File: config.mk
export PLATFORM = sky130hd
export DESIGN_NAME = bram_r_arbiter_flat
export DESIGN_NICKNAME = d
export VERILOG_FILES = /design/src/rtl/bram_r_arbiter_pkg.sv /design/src/rtl/bram_r_arbiter_if.sv /design/src/rtl/bram_r_arbiter_rd_pipe.sv /design/src/rtl/bram_r_arbiter.sv /design/src/flat_wrapper.sv
export SDC_FILE = /design/constraint.sdc
export NUM_CORES = 1
export LEC_CHECK = 0
export ABC_CLOCK_PERIOD_IN_PS = 2000
export CAP_MARGIN = 20
export CORE_MARGIN = 2
export CORE_UTILIZATION = 57
export CTS_CLUSTER_SIZE = 28
export DETAILED_ROUTE_END_ITERATION = 12
export DONT_BUFFER_PORTS = 1
export GPL_TIMING_DRIVEN = 0
export PLACE_DENSITY = 0.75
export SETUP_SLACK_MARGIN = 0.05
export SYNTH_ARGS = -nofsm -noshare
export SYNTH_HDL_FRONTEND = slang
export SYNTH_SLANG_ARGS = --single-unit
File: constraint.sdc
create_clock -name clk -period 2 [get_ports clk]
set_clock_uncertainty 0.2 [all_clocks]
set_input_delay 0.6 -clock clk [delete_from_list [all_inputs] [get_ports clk]]
set_output_delay 0.6 -clock clk [all_outputs]
set_load 0.02 [all_outputs]
File: src/rtl/bram_r_arbiter_pkg.sv
// Shared defaults and state type for the sample BRAM arbiter.
// Optional zero-fill sweep after reset: define SRP_BRAM_INIT_EN.
package srp_bram_pkg;

  localparam int AW           = 12;
  localparam int DW           = 32;
  localparam int DEPTH        = 2096;
  localparam int STARVE_LIMIT = 4;

  typedef enum logic {
    ST_INIT = 1'b0,
    ST_RUN  = 1'b1
  } state_t;

endpackage

File: src/rtl/bram_r_arbiter_if.sv
// Request, response and BRAM-side signals of the sample BRAM arbiter.
// slave = arbiter view, master = requester/BRAM view.
interface bram_r_arbiter_if #(
  parameter int AW = 12,
  parameter int DW = 32
) ();

  logic          wr_valid;
  logic          wr_ready;
  logic [AW-1:0] wr_addr;
  logic [DW-1:0] wr_data;
  logic          wr_err;

  logic          rd_valid;
  logic          rd_ready;
  logic [AW-1:0] rd_addr;
  logic          rd_rvalid;
  logic [DW-1:0] rd_rdata;
  logic          rd_err;

  logic          busy;

  logic          bram_en;
  logic          bram_we;
  logic [AW-1:0] bram_addr;
  logic [DW-1:0] bram_di;
  logic [DW-1:0] bram_dout;

  modport slave (
    input  wr_valid, wr_addr, wr_data,
    input  rd_valid, rd_addr,
    input  bram_dout,
    output wr_ready, wr_err,
    output rd_ready, rd_rvalid, rd_rdata, rd_err,
    output busy,
    output bram_en, bram_we, bram_addr, bram_di
  );

  modport master (
    output wr_valid, wr_addr, wr_data,
    output rd_valid, rd_addr,
    output bram_dout,
    input  wr_ready, wr_err,
    input  rd_ready, rd_rvalid, rd_rdata, rd_err,
    input  busy,
    input  bram_en, bram_we, bram_addr, bram_di
  );

endinterface

File: src/rtl/bram_r_arbiter_rd_pipe.sv
// Two-stage valid/err pipeline aligning read responses
// with the BRAM output one cycle after the registered enable.
module bram_r_rd_pipe #(
  parameter int DW = 32
) (
  input  logic          clk,
  input  logic          rst,
  input  logic          req_vld,
  input  logic          req_err,
  input  logic [DW-1:0] dout,
  output logic          rvalid,
  output logic          rerr,
  output logic [DW-1:0] rdata
);

  logic s1_vld_q, s1_vld_d;
  logic s1_err_q, s1_err_d;
  logic s2_vld_q, s2_vld_d;
  logic s2_err_q, s2_err_d;

  always_comb begin
    s1_vld_d = req_vld;
    s1_err_d = req_vld & req_err;
    s2_vld_d = s1_vld_q;
    s2_err_d = s1_err_q;
  end

  always_ff @(posedge clk) begin
    if (rst) begin
      s1_vld_q <= 1'b0;
      s1_err_q <= 1'b0;
      s2_vld_q <= 1'b0;
      s2_err_q <= 1'b0;
    end else begin
      s1_vld_q <= s1_vld_d;
      s1_err_q <= s1_err_d;
      s2_vld_q <= s2_vld_d;
      s2_err_q <= s2_err_d;
    end
  end

  // dropped reads never touched the BRAM, so their data is forced to 0
  assign rvalid = s2_vld_q;
  assign rerr   = s2_err_q;
  assign rdata  = (s2_vld_q && !s2_err_q) ? dout : '0;

endmodule

File: src/rtl/bram_r_arbiter.sv
// Single-port sample BRAM arbiter: write-priority with read anti-starvation.
// SRP_BRAM_INIT_EN enables the zero-fill sweep after reset.
module bram_r_arbiter
  import srp_bram_pkg::*;
#(
  parameter int DEPTH_P        = DEPTH,
  parameter int AW_P           = AW,
  parameter int DW_P           = DW,
  parameter int STARVE_LIMIT_P = STARVE_LIMIT
) (
  input  logic             clk,
  input  logic             rst,
  bram_r_arbiter_if.slave  bus
);

  localparam int SW = $clog2(STARVE_LIMIT_P + 1);

`ifdef SRP_BRAM_INIT_EN
  localparam state_t RST_STATE = ST_INIT;
`else
  localparam state_t RST_STATE = ST_RUN;
`endif

  state_t          state_q, state_d;
  logic [AW_P-1:0] init_addr_q, init_addr_d;
  logic [SW-1:0]   starve_q, starve_d;
  logic            bram_en_q, bram_en_d;
  logic            bram_we_q, bram_we_d;
  logic [AW_P-1:0] bram_addr_q, bram_addr_d;
  logic [DW_P-1:0] bram_di_q, bram_di_d;
  logic            wr_err_q, wr_err_d;

  logic wr_gnt, rd_gnt, rd_force;
  logic wr_in, rd_in;

  assign wr_in = 32'(bus.wr_addr) < 32'(DEPTH_P);
  assign rd_in = 32'(bus.rd_addr) < 32'(DEPTH_P);

  always_comb begin
    state_d     = state_q;
    init_addr_d = init_addr_q;
    starve_d    = starve_q;
    bram_en_d   = 1'b0;
    bram_we_d   = 1'b0;
    bram_addr_d = bram_addr_q;
    bram_di_d   = bram_di_q;
    wr_err_d    = 1'b0;
    wr_gnt      = 1'b0;
    rd_gnt      = 1'b0;
    rd_force    = 1'b0;

    unique case (state_q)
      ST_INIT: begin
        bram_en_d   = 1'b1;
        bram_we_d   = 1'b1;
        bram_addr_d = init_addr_q;
        bram_di_d   = '0;
        starve_d    = '0;
        if (init_addr_q == AW_P'(DEPTH_P - 1))
          state_d = ST_RUN;
        else
          init_addr_d = init_addr_q + AW_P'(1);
      end
      ST_RUN: begin
        rd_force = bus.rd_valid &&
                   (starve_q == SW'(STARVE_LIMIT_P));
        wr_gnt   = !rst && bus.wr_valid && !rd_force;
        rd_gnt   = !rst && bus.rd_valid && !wr_gnt;

        if (wr_gnt) begin
          wr_err_d = !wr_in;
          if (wr_in) begin
            bram_en_d   = 1'b1;
            bram_we_d   = 1'b1;
            bram_addr_d = bus.wr_addr;
            bram_di_d   = bus.wr_data;
          end
        end else if (rd_gnt && rd_in) begin
          bram_en_d   = 1'b1;
          bram_addr_d = bus.rd_addr;
        end

        // counts writes that overtook a waiting read
        if (!bus.rd_valid || rd_gnt)
          starve_d = '0;
        else if (wr_gnt && starve_q != SW'(STARVE_LIMIT_P))
          starve_d = starve_q + SW'(1);
      end
      default: state_d = RST_STATE;
    endcase
  end

  always_ff @(posedge clk) begin
    if (rst) begin
      state_q     <= RST_STATE;
      init_addr_q <= '0;
      starve_q    <= '0;
      bram_en_q   <= 1'b0;
      bram_we_q   <= 1'b0;
      bram_addr_q <= '0;
      bram_di_q   <= '0;
      wr_err_q    <= 1'b0;
    end else begin
      state_q     <= state_d;
      init_addr_q <= init_addr_d;
      starve_q    <= starve_d;
      bram_en_q   <= bram_en_d;
      bram_we_q   <= bram_we_d;
      bram_addr_q <= bram_addr_d;
      bram_di_q   <= bram_di_d;
      wr_err_q    <= wr_err_d;
    end
  end

  assign bus.wr_ready  = wr_gnt;
  assign bus.rd_ready  = rd_gnt;
  assign bus.wr_err    = wr_err_q;
  assign bus.bram_en   = bram_en_q;
  assign bus.bram_we   = bram_we_q;
  assign bus.bram_addr = bram_addr_q;
  assign bus.bram_di   = bram_di_q;

`ifdef SRP_BRAM_INIT_EN
  assign bus.busy = (state_q == ST_INIT);
`else
  assign bus.busy = 1'b0;
`endif

  bram_r_rd_pipe #(
    .DW (DW_P)
  ) u_rd_pipe (
    .clk     (clk),
    .rst     (rst),
    .req_vld (rd_gnt),
    .req_err (!rd_in),
    .dout    (bus.bram_dout),
    .rvalid  (bus.rd_rvalid),
    .rerr    (bus.rd_err),
    .rdata   (bus.rd_rdata)
  );

endmodule

File: src/flat_wrapper.sv
// flat-port wrapper written by rule: the top's interface ports become plain ports
module bram_r_arbiter_flat import srp_bram_pkg::*;
#(
  parameter int DEPTH_P        = DEPTH,
  parameter int AW_P           = AW,
  parameter int DW_P           = DW,
  parameter int STARVE_LIMIT_P = STARVE_LIMIT
)
  (clk, rst, bus_wr_valid, bus_wr_addr, bus_wr_data, bus_rd_valid, bus_rd_addr, bus_bram_dout, bus_wr_ready, bus_wr_err, bus_rd_ready, bus_rd_rvalid, bus_rd_rdata, bus_rd_err, bus_busy, bus_bram_en, bus_bram_we, bus_bram_addr, bus_bram_di);
  bram_r_arbiter_if #(.AW(AW), .DW(DW)) bus_i ();
  input  logic clk;
  input  logic rst;
  input wire logic [$bits(bus_i.wr_valid)-1:0] bus_wr_valid;
  input wire logic [$bits(bus_i.wr_addr)-1:0] bus_wr_addr;
  input wire logic [$bits(bus_i.wr_data)-1:0] bus_wr_data;
  input wire logic [$bits(bus_i.rd_valid)-1:0] bus_rd_valid;
  input wire logic [$bits(bus_i.rd_addr)-1:0] bus_rd_addr;
  input wire logic [$bits(bus_i.bram_dout)-1:0] bus_bram_dout;
  output wire logic [$bits(bus_i.wr_ready)-1:0] bus_wr_ready;
  output wire logic [$bits(bus_i.wr_err)-1:0] bus_wr_err;
  output wire logic [$bits(bus_i.rd_ready)-1:0] bus_rd_ready;
  output wire logic [$bits(bus_i.rd_rvalid)-1:0] bus_rd_rvalid;
  output wire logic [$bits(bus_i.rd_rdata)-1:0] bus_rd_rdata;
  output wire logic [$bits(bus_i.rd_err)-1:0] bus_rd_err;
  output wire logic [$bits(bus_i.busy)-1:0] bus_busy;
  output wire logic [$bits(bus_i.bram_en)-1:0] bus_bram_en;
  output wire logic [$bits(bus_i.bram_we)-1:0] bus_bram_we;
  output wire logic [$bits(bus_i.bram_addr)-1:0] bus_bram_addr;
  output wire logic [$bits(bus_i.bram_di)-1:0] bus_bram_di;
  assign bus_i.wr_valid = bus_wr_valid;
  assign bus_i.wr_addr = bus_wr_addr;
  assign bus_i.wr_data = bus_wr_data;
  assign bus_i.rd_valid = bus_rd_valid;
  assign bus_i.rd_addr = bus_rd_addr;
  assign bus_i.bram_dout = bus_bram_dout;
  assign bus_wr_ready = bus_i.wr_ready;
  assign bus_wr_err = bus_i.wr_err;
  assign bus_rd_ready = bus_i.rd_ready;
  assign bus_rd_rvalid = bus_i.rd_rvalid;
  assign bus_rd_rdata = bus_i.rd_rdata;
  assign bus_rd_err = bus_i.rd_err;
  assign bus_busy = bus_i.busy;
  assign bus_bram_en = bus_i.bram_en;
  assign bus_bram_we = bus_i.bram_we;
  assign bus_bram_addr = bus_i.bram_addr;
  assign bus_bram_di = bus_i.bram_di;
  bram_r_arbiter #(.DEPTH_P(DEPTH_P), .AW_P(AW_P), .DW_P(DW_P), .STARVE_LIMIT_P(STARVE_LIMIT_P)) u_core (.clk(clk), .rst(rst), .bus(bus_i));
endmodule
After elaboration in Yosys (flattened, before gate mapping)
Cells that the tools add are included.
{"block": "totals", "register_bits": 67, "latchBits": 0, "wordCells": 69, "romBits": 0, "input_bits": 92, "mem_count": 0, "ram_bits": 0, "out_inout_bits": 84}
{"block": "classes", "n_shift": 0, "n_div": 0, "n_mux": 20, "magnitude_cmp": 2, "n_addsub": 2, "mul": 0, "reduce_logical": 21, "n_eq_ne": 8, "n_bitwise": 4}
{"operator": "$mux W32", "count": 3}
{"operator": "$pmux W32 S2", "count": 1}
{"operator": "$mux W12", "count": 3}
{"operator": "$lt A12 B12 Y1 const B", "count": 2}
{"operator": "$pmux W12 S2", "count": 1}
{"operator": "$add A12 B1 Y12 const B", "count": 1}
{"operator": "$eq A12 B12 Y1 const B", "count": 1}
{"operator": "$ne A3 B3 Y1 const B", "count": 4}
{"operator": "$logic_and A1 B1 Y1", "count": 8}
{"operator": "$logic_not A1 Y1", "count": 7}
{"operator": "$mux W1", "count": 7}
{"operator": "$mux W3", "count": 2}
{"operator": "$pmux W3 S2", "count": 1}
{"operator": "$reduce_and A2 Y1", "count": 3}
{"operator": "$ne A2 B2 Y1 const B", "count": 2}
{"operator": "$pmux W1 S2", "count": 2}
{"operator": "$add A3 B1 Y3 const B", "count": 1}
{"operator": "$eq A3 B3 Y1 const B", "count": 1}
{"operator": "$not A1 Y1", "count": 3}
{"operator": "$reduce_or A3 Y1", "count": 1}
{"operator": "$reduce_or A2 Y1", "count": 1}
{"operator": "$and A1 B1 Y1", "count": 1}
{"operator": "$logic_or A1 B1 Y1", "count": 1}

Logic depth before layout (Yosys ltp)
{"block": "logic_depth", "word_depth": 10, "ltp_mapped": 7, "ltp_nobuf": 6}

Cells and area by module
A second synthesis with hierarchy kept.
{"block": "unflattened", "hier_cells": 327, "area_unflattened_um2": 3201.8}
{"mod": "bram_r_arbiter", "seq_area_each_um2": 1261.2, "instances": 1, "cells_per_inst": 281, "area_each_um2": 2736.4}
{"mod": "bram_r_rd_pipe", "seq_area_each_um2": 80.1, "instances": 1, "cells_per_inst": 46, "area_each_um2": 465.4}

Least setup slack after synthesis
OpenSTA, ideal clock, no wires.
{"block": "synth_timing", "path_kind": "in2out", "from": "in rst", "to": "out bus_wr_ready", "slack_ns": -0.281, "path_stages": 3, "required_ns": 1.200, "arrival_time_ns": 1.481, "path_buffers": 1, "cell_sequence": "nand2b_1 nor3_1 clkbuf_1"}
{"block": "synth_via", "elab_chain_cells": 4}
{"element": "from (decl)", "line_no": "flat_wrapper.sv:12", "text": "input logic rst;"}
{"element": "$logic_not A1 Y1", "line_no": "bram_r_arbiter.sv:67", "text": "wr_gnt = !rst && bus.wr_valid && !rd_force;"}
{"element": "$logic_and A1 B1 Y1 (2 in series)", "line_no": "bram_r_arbiter.sv:67"}
{"element": "$mux W1", "line_no": "bram_r_arbiter.sv:52", "text": "unique case (state_q)"}
{"element": "to (decl)", "line_no": "flat_wrapper.sv:19", "text": "output wire logic [$bits(bus_i.wr_ready)-1:0] bus_wr_ready;"}
No other way between the ends.

Worst setup path in the final report
{"block": "layout_timing", "from": "reg u_core.starve_q[0]", "to": "out bus_wr_ready"}
{"block": "layout_via", "elab_chain_cells": 5}
{"element": "from (decl)", "line_no": "bram_r_arbiter.sv:26", "text": "logic [SW-1:0] starve_q, starve_d;"}
{"element": "from (signal assigned)", "line_no": "bram_r_arbiter.sv:106", "text": "starve_q <= starve_d;"}
{"element": "$eq A3 B3 Y1", "line_no": "bram_r_arbiter.sv:66", "text": "(starve_q == SW'(STARVE_LIMIT_P));"}
{"element": "$logic_and A1 B1 Y1", "line_no": "bram_r_arbiter.sv:65", "text": "rd_force = bus.rd_valid &&"}
{"element": "$logic_not A1 Y1", "line_no": "bram_r_arbiter.sv:67"}
{"element": "$logic_and A1 B1 Y1", "line_no": "bram_r_arbiter.sv:67"}
{"element": "$mux W1", "line_no": "bram_r_arbiter.sv:52"}
No other way between the ends.

==> impl_metrics.env <==
export IMPL_status="finished, violations left"
export IMPL_failed_checks="negative setup slack"
export IMPL_wl_per_cell_um=19.6
export IMPL_cp_slowest_stage_delay_ps=340
export IMPL_layout_drive_gt1_share_pct=25.4
export IMPL_cp_slowest_cell="dfxtp_2"
export IMPL_end_kind="output port"
export IMPL_power_density_mw_per_mm2=747
export IMPL_clkSlewWorstSetupHoldPaths_ps=80
export IMPL_synthToLayoutAreaGrowth_pct=22.3
export IMPL_synth_area_mm2=0.00330
export IMPL_worstSetupStartpointType="flop"
export IMPL_post_synth_top_count_cell="dfxtp_1"
export IMPL_fp_dieW_um=80.1
export IMPL_hold_class="in -> reg"
export IMPL_ant_nets=0
export IMPL_initial_utilization_pct=59.6
export IMPL_setup_violations=34
export IMPL_drt_iter0_markers=187
export IMPL_num_vias=3079
export IMPL_async_reset_ff_share_pct=0
export IMPL_cts_tree="done"
export IMPL_crit_arrival_ps=1470
export IMPL_multi_input_area_mm2=0.00197
export IMPL_viasPerCell=6.30
export IMPL_grt_use_total_pct=28.4
export IMPL_yosysWarnings=0
export IMPL_min_from="bus_wr_data[21]"
export IMPL_drv_cap=0
export IMPL_reg2reg_from="u_core.starve_q[0]"
export IMPL_yosysSeqAreaShare_pct=40.6
export IMPL_finalPower_mw=3.01
export IMPL_grt_pass1_vias=2890
export IMPL_ios=176
export IMPL_diodes=0
export IMPL_yosysUniqueCellTypes=38
export IMPL_fin_cells=489
export IMPL_yosys_area_top_type="dfxtp_1"
export IMPL_fin_crit_sh_pct=113
export IMPL_path_buf_inv=2
export IMPL_postSynthAreaPerCell_um2=8.46
export IMPL_grt_ovfl_total=0
export IMPL_fp_dieH_um=80.1
export IMPL_htree_levels=3
export IMPL_gp_congestion=0.843
export IMPL_nets=507
export IMPL_netlist_area_leader_share_pct=40.6
export IMPL_rsz0062_at_grt="true"
export IMPL_route_detailed_drc=0
export IMPL_regArea_mm2=0.00135
export IMPL_critPathKind="reg -> out"
export IMPL_worst_r2r_path_depth=9
export IMPL_synth_flop_cell="dfxtp_1"
export IMPL_post_route_min_period_ps=2270
export IMPL_hold_viol_final=0
export IMPL_dr_pass1_iters=5
export IMPL_hold_buffers=0
export IMPL_num_fill_cells=424
export IMPL_synth_cells=390
export IMPL_synth_top_cells_by_count="dfxtp_1 (67), nand3_1 (48), a21oi_1 (36), and2_1 (33), clkbuf_1 (30)"
export IMPL_numCtsBuffers=9
export IMPL_tightestPinTransition_ps=675
export IMPL_grt_max_degree=13
export IMPL_portBuffers=0
export IMPL_max_slew_margin_pct=54.4
export IMPL_crit_reg2reg_capture="u_core.bus.bram_di[18]"
export IMPL_yosys_register_bits=67
export IMPL_cts_buffer_depth=2
export IMPL_cts_root_buf="clkbuf_8"
export IMPL_hpwl_um=6700
export IMPL_synthTopCellsByArea="dfxtp_1 (41%), nand3_1 (7.3%), o211ai_1 (6.4%)"
export IMPL_ir_drop_mv=0.596
export IMPL_insertion_delay_ps=340
export IMPL_critical_path_top_delay_family="simple AND/OR/NAND/NOR gates"
export IMPL_post_place_cells=462
export IMPL_worstHoldEndpoint="u_core.bus.bram_di[21]"
export IMPL_design_die_area_mm2=0.00642
export IMPL_core_mm2=0.00554
export IMPL_clock_sinks=67
export IMPL_slew_violations=0
export IMPL_fmax_mhz=441
export IMPL_tns_ps=-4720
export IMPL_antenna_found_initial=0
export IMPL_worstPathCellList="inv_2, ha_4, and3_4, nor3_4, buf_8"
export IMPL_p_leak_nw=1.52
export IMPL_rrSetupSlack_ps=110
export IMPL_synth_nets=485
export IMPL_cp_max_fo=5
export IMPL_grt_pass1_wl_um=14100
export IMPL_worst_slack_ps=-270
export IMPL_synth_edf_count=0
export IMPL_startpoint="u_core.starve_q[0]"
export IMPL_critical_path_required_ps=1200
export IMPL_num_rows=27
export IMPL_hold_path_depth=2
export IMPL_wl_um=9570
## layout by cell type (no fill, tap or decap), drive strengths merged, types with 12 or more instances in the layout
| cell type | n |
|---|---|
| mux2i | 13 |
| a311o | 12 |
| a21oi | 36 |
| nor2 | 26 |
| and2 | 33 |
| buf | 26 |
| nand2b | 15 |
| o21ai | 17 |
| o211ai | 28 |
| nand3 | 48 |
| dfxtp | 67 |
| clkbuf | 32 |
## cell families after synthesis
| family | synth area share [%] |
|---|---|
| muxes | 3.94 |
| buffers and inverters | 5.08 |
| AOI/OAI and AO/OA | 21.9 |
| other | 0.114 |
| xor gates and xnor gates | 2.39 |
| and+or+nand+nor | 24.8 |
| adders and majority gates | 1.14 |
| DFF | 40.6 |
## registers in the layout (all words and copies together) (netlist names)
signal                     count
u_core.bus.bram_di            32
u_core.u_rd_pipe.rvalid        1
u_core.bus.bram_addr          12
u_core.state_q                 1
u_core.u_rd_pipe.rerr          1
u_core.u_rd_pipe.s1_vld_q      1
u_core.u_rd_pipe.s1_err_q      1
u_core.starve_q                3
u_core.bus.wr_err              1
u_core.bus.bram_en             1
u_core.init_addr_q            12
u_core.bus.bram_we             1
## per-stage QoR
step           cell area (um^2)  hold WS (ps)  setup WS [ps]  utilization (%)
3_5_place_dp               3470           230           -358             62.6
2_1_floorplan              3380           214          -85.9                -
3_3_place_gp               3470           225           -346             62.6
5_1_grt                    4040           201           -313             72.9
6_report                   4040           198           -270             72.9
4_1_cts                    3980           194           -315             71.8
## power breakdown
group	internal [mW]	switching, mW	total (mW)
Clock	0.704	0.530	1.23
Sequential	1.38	0.0758	1.45
Combinational	0.146	0.183	0.329
## timing repair
item                                    in CTS  in global routing
cloned                                       2                  1
endpoints found under the setup margin      74                 79
buffers inserted                             9                  2
resized for setup                          103                 27
pin swaps                                   15                 10
## area by class of cell
cell class | instances | share of cell area, %
multi-input combinational | 282 | 48.9
sequential | 67 | 33.4
buffer | 34 | 6.66
clock buffer | 10 | 3.16
timing repair buffer | 14 | 3.07
tap | 72 | 2.23
clock inverter | 6 | 2.20
inverter | 4 | 0.372
## routing by layer
| layer | GRT usage [%] | vias to the layer above | wire, um | share of wire (%) |
|---|---|---|---|---|
| met5 | 0 | - | 0 | 0 |
| met2 | 45.1 | 167 | 4730 | 49 |
| met3 | 9.10 | 20 | 847 | 8.9 |
| li1 | - | 1457 | - | - |
| met4 | 14.1 | 0 | 206 | 2.2 |
| met1 | 34.8 | 1435 | 3780 | 40 |
## worst max-delay path by stage
stage                                           to  slack, ps  cells past startpoint
after floorplan           u_core.bus.bram_addr[11]        -90                      5
after global placement     u_core.bus.bram_addr[1]       -350                      5
after detailed placement   u_core.bus.bram_addr[7]       -360                      5
after CTS                             bus_wr_ready       -310                      5
after global routing                  bus_wr_ready       -310                      5
final                                 bus_wr_ready       -270                      5
Power figures use the tool's default switching activity.
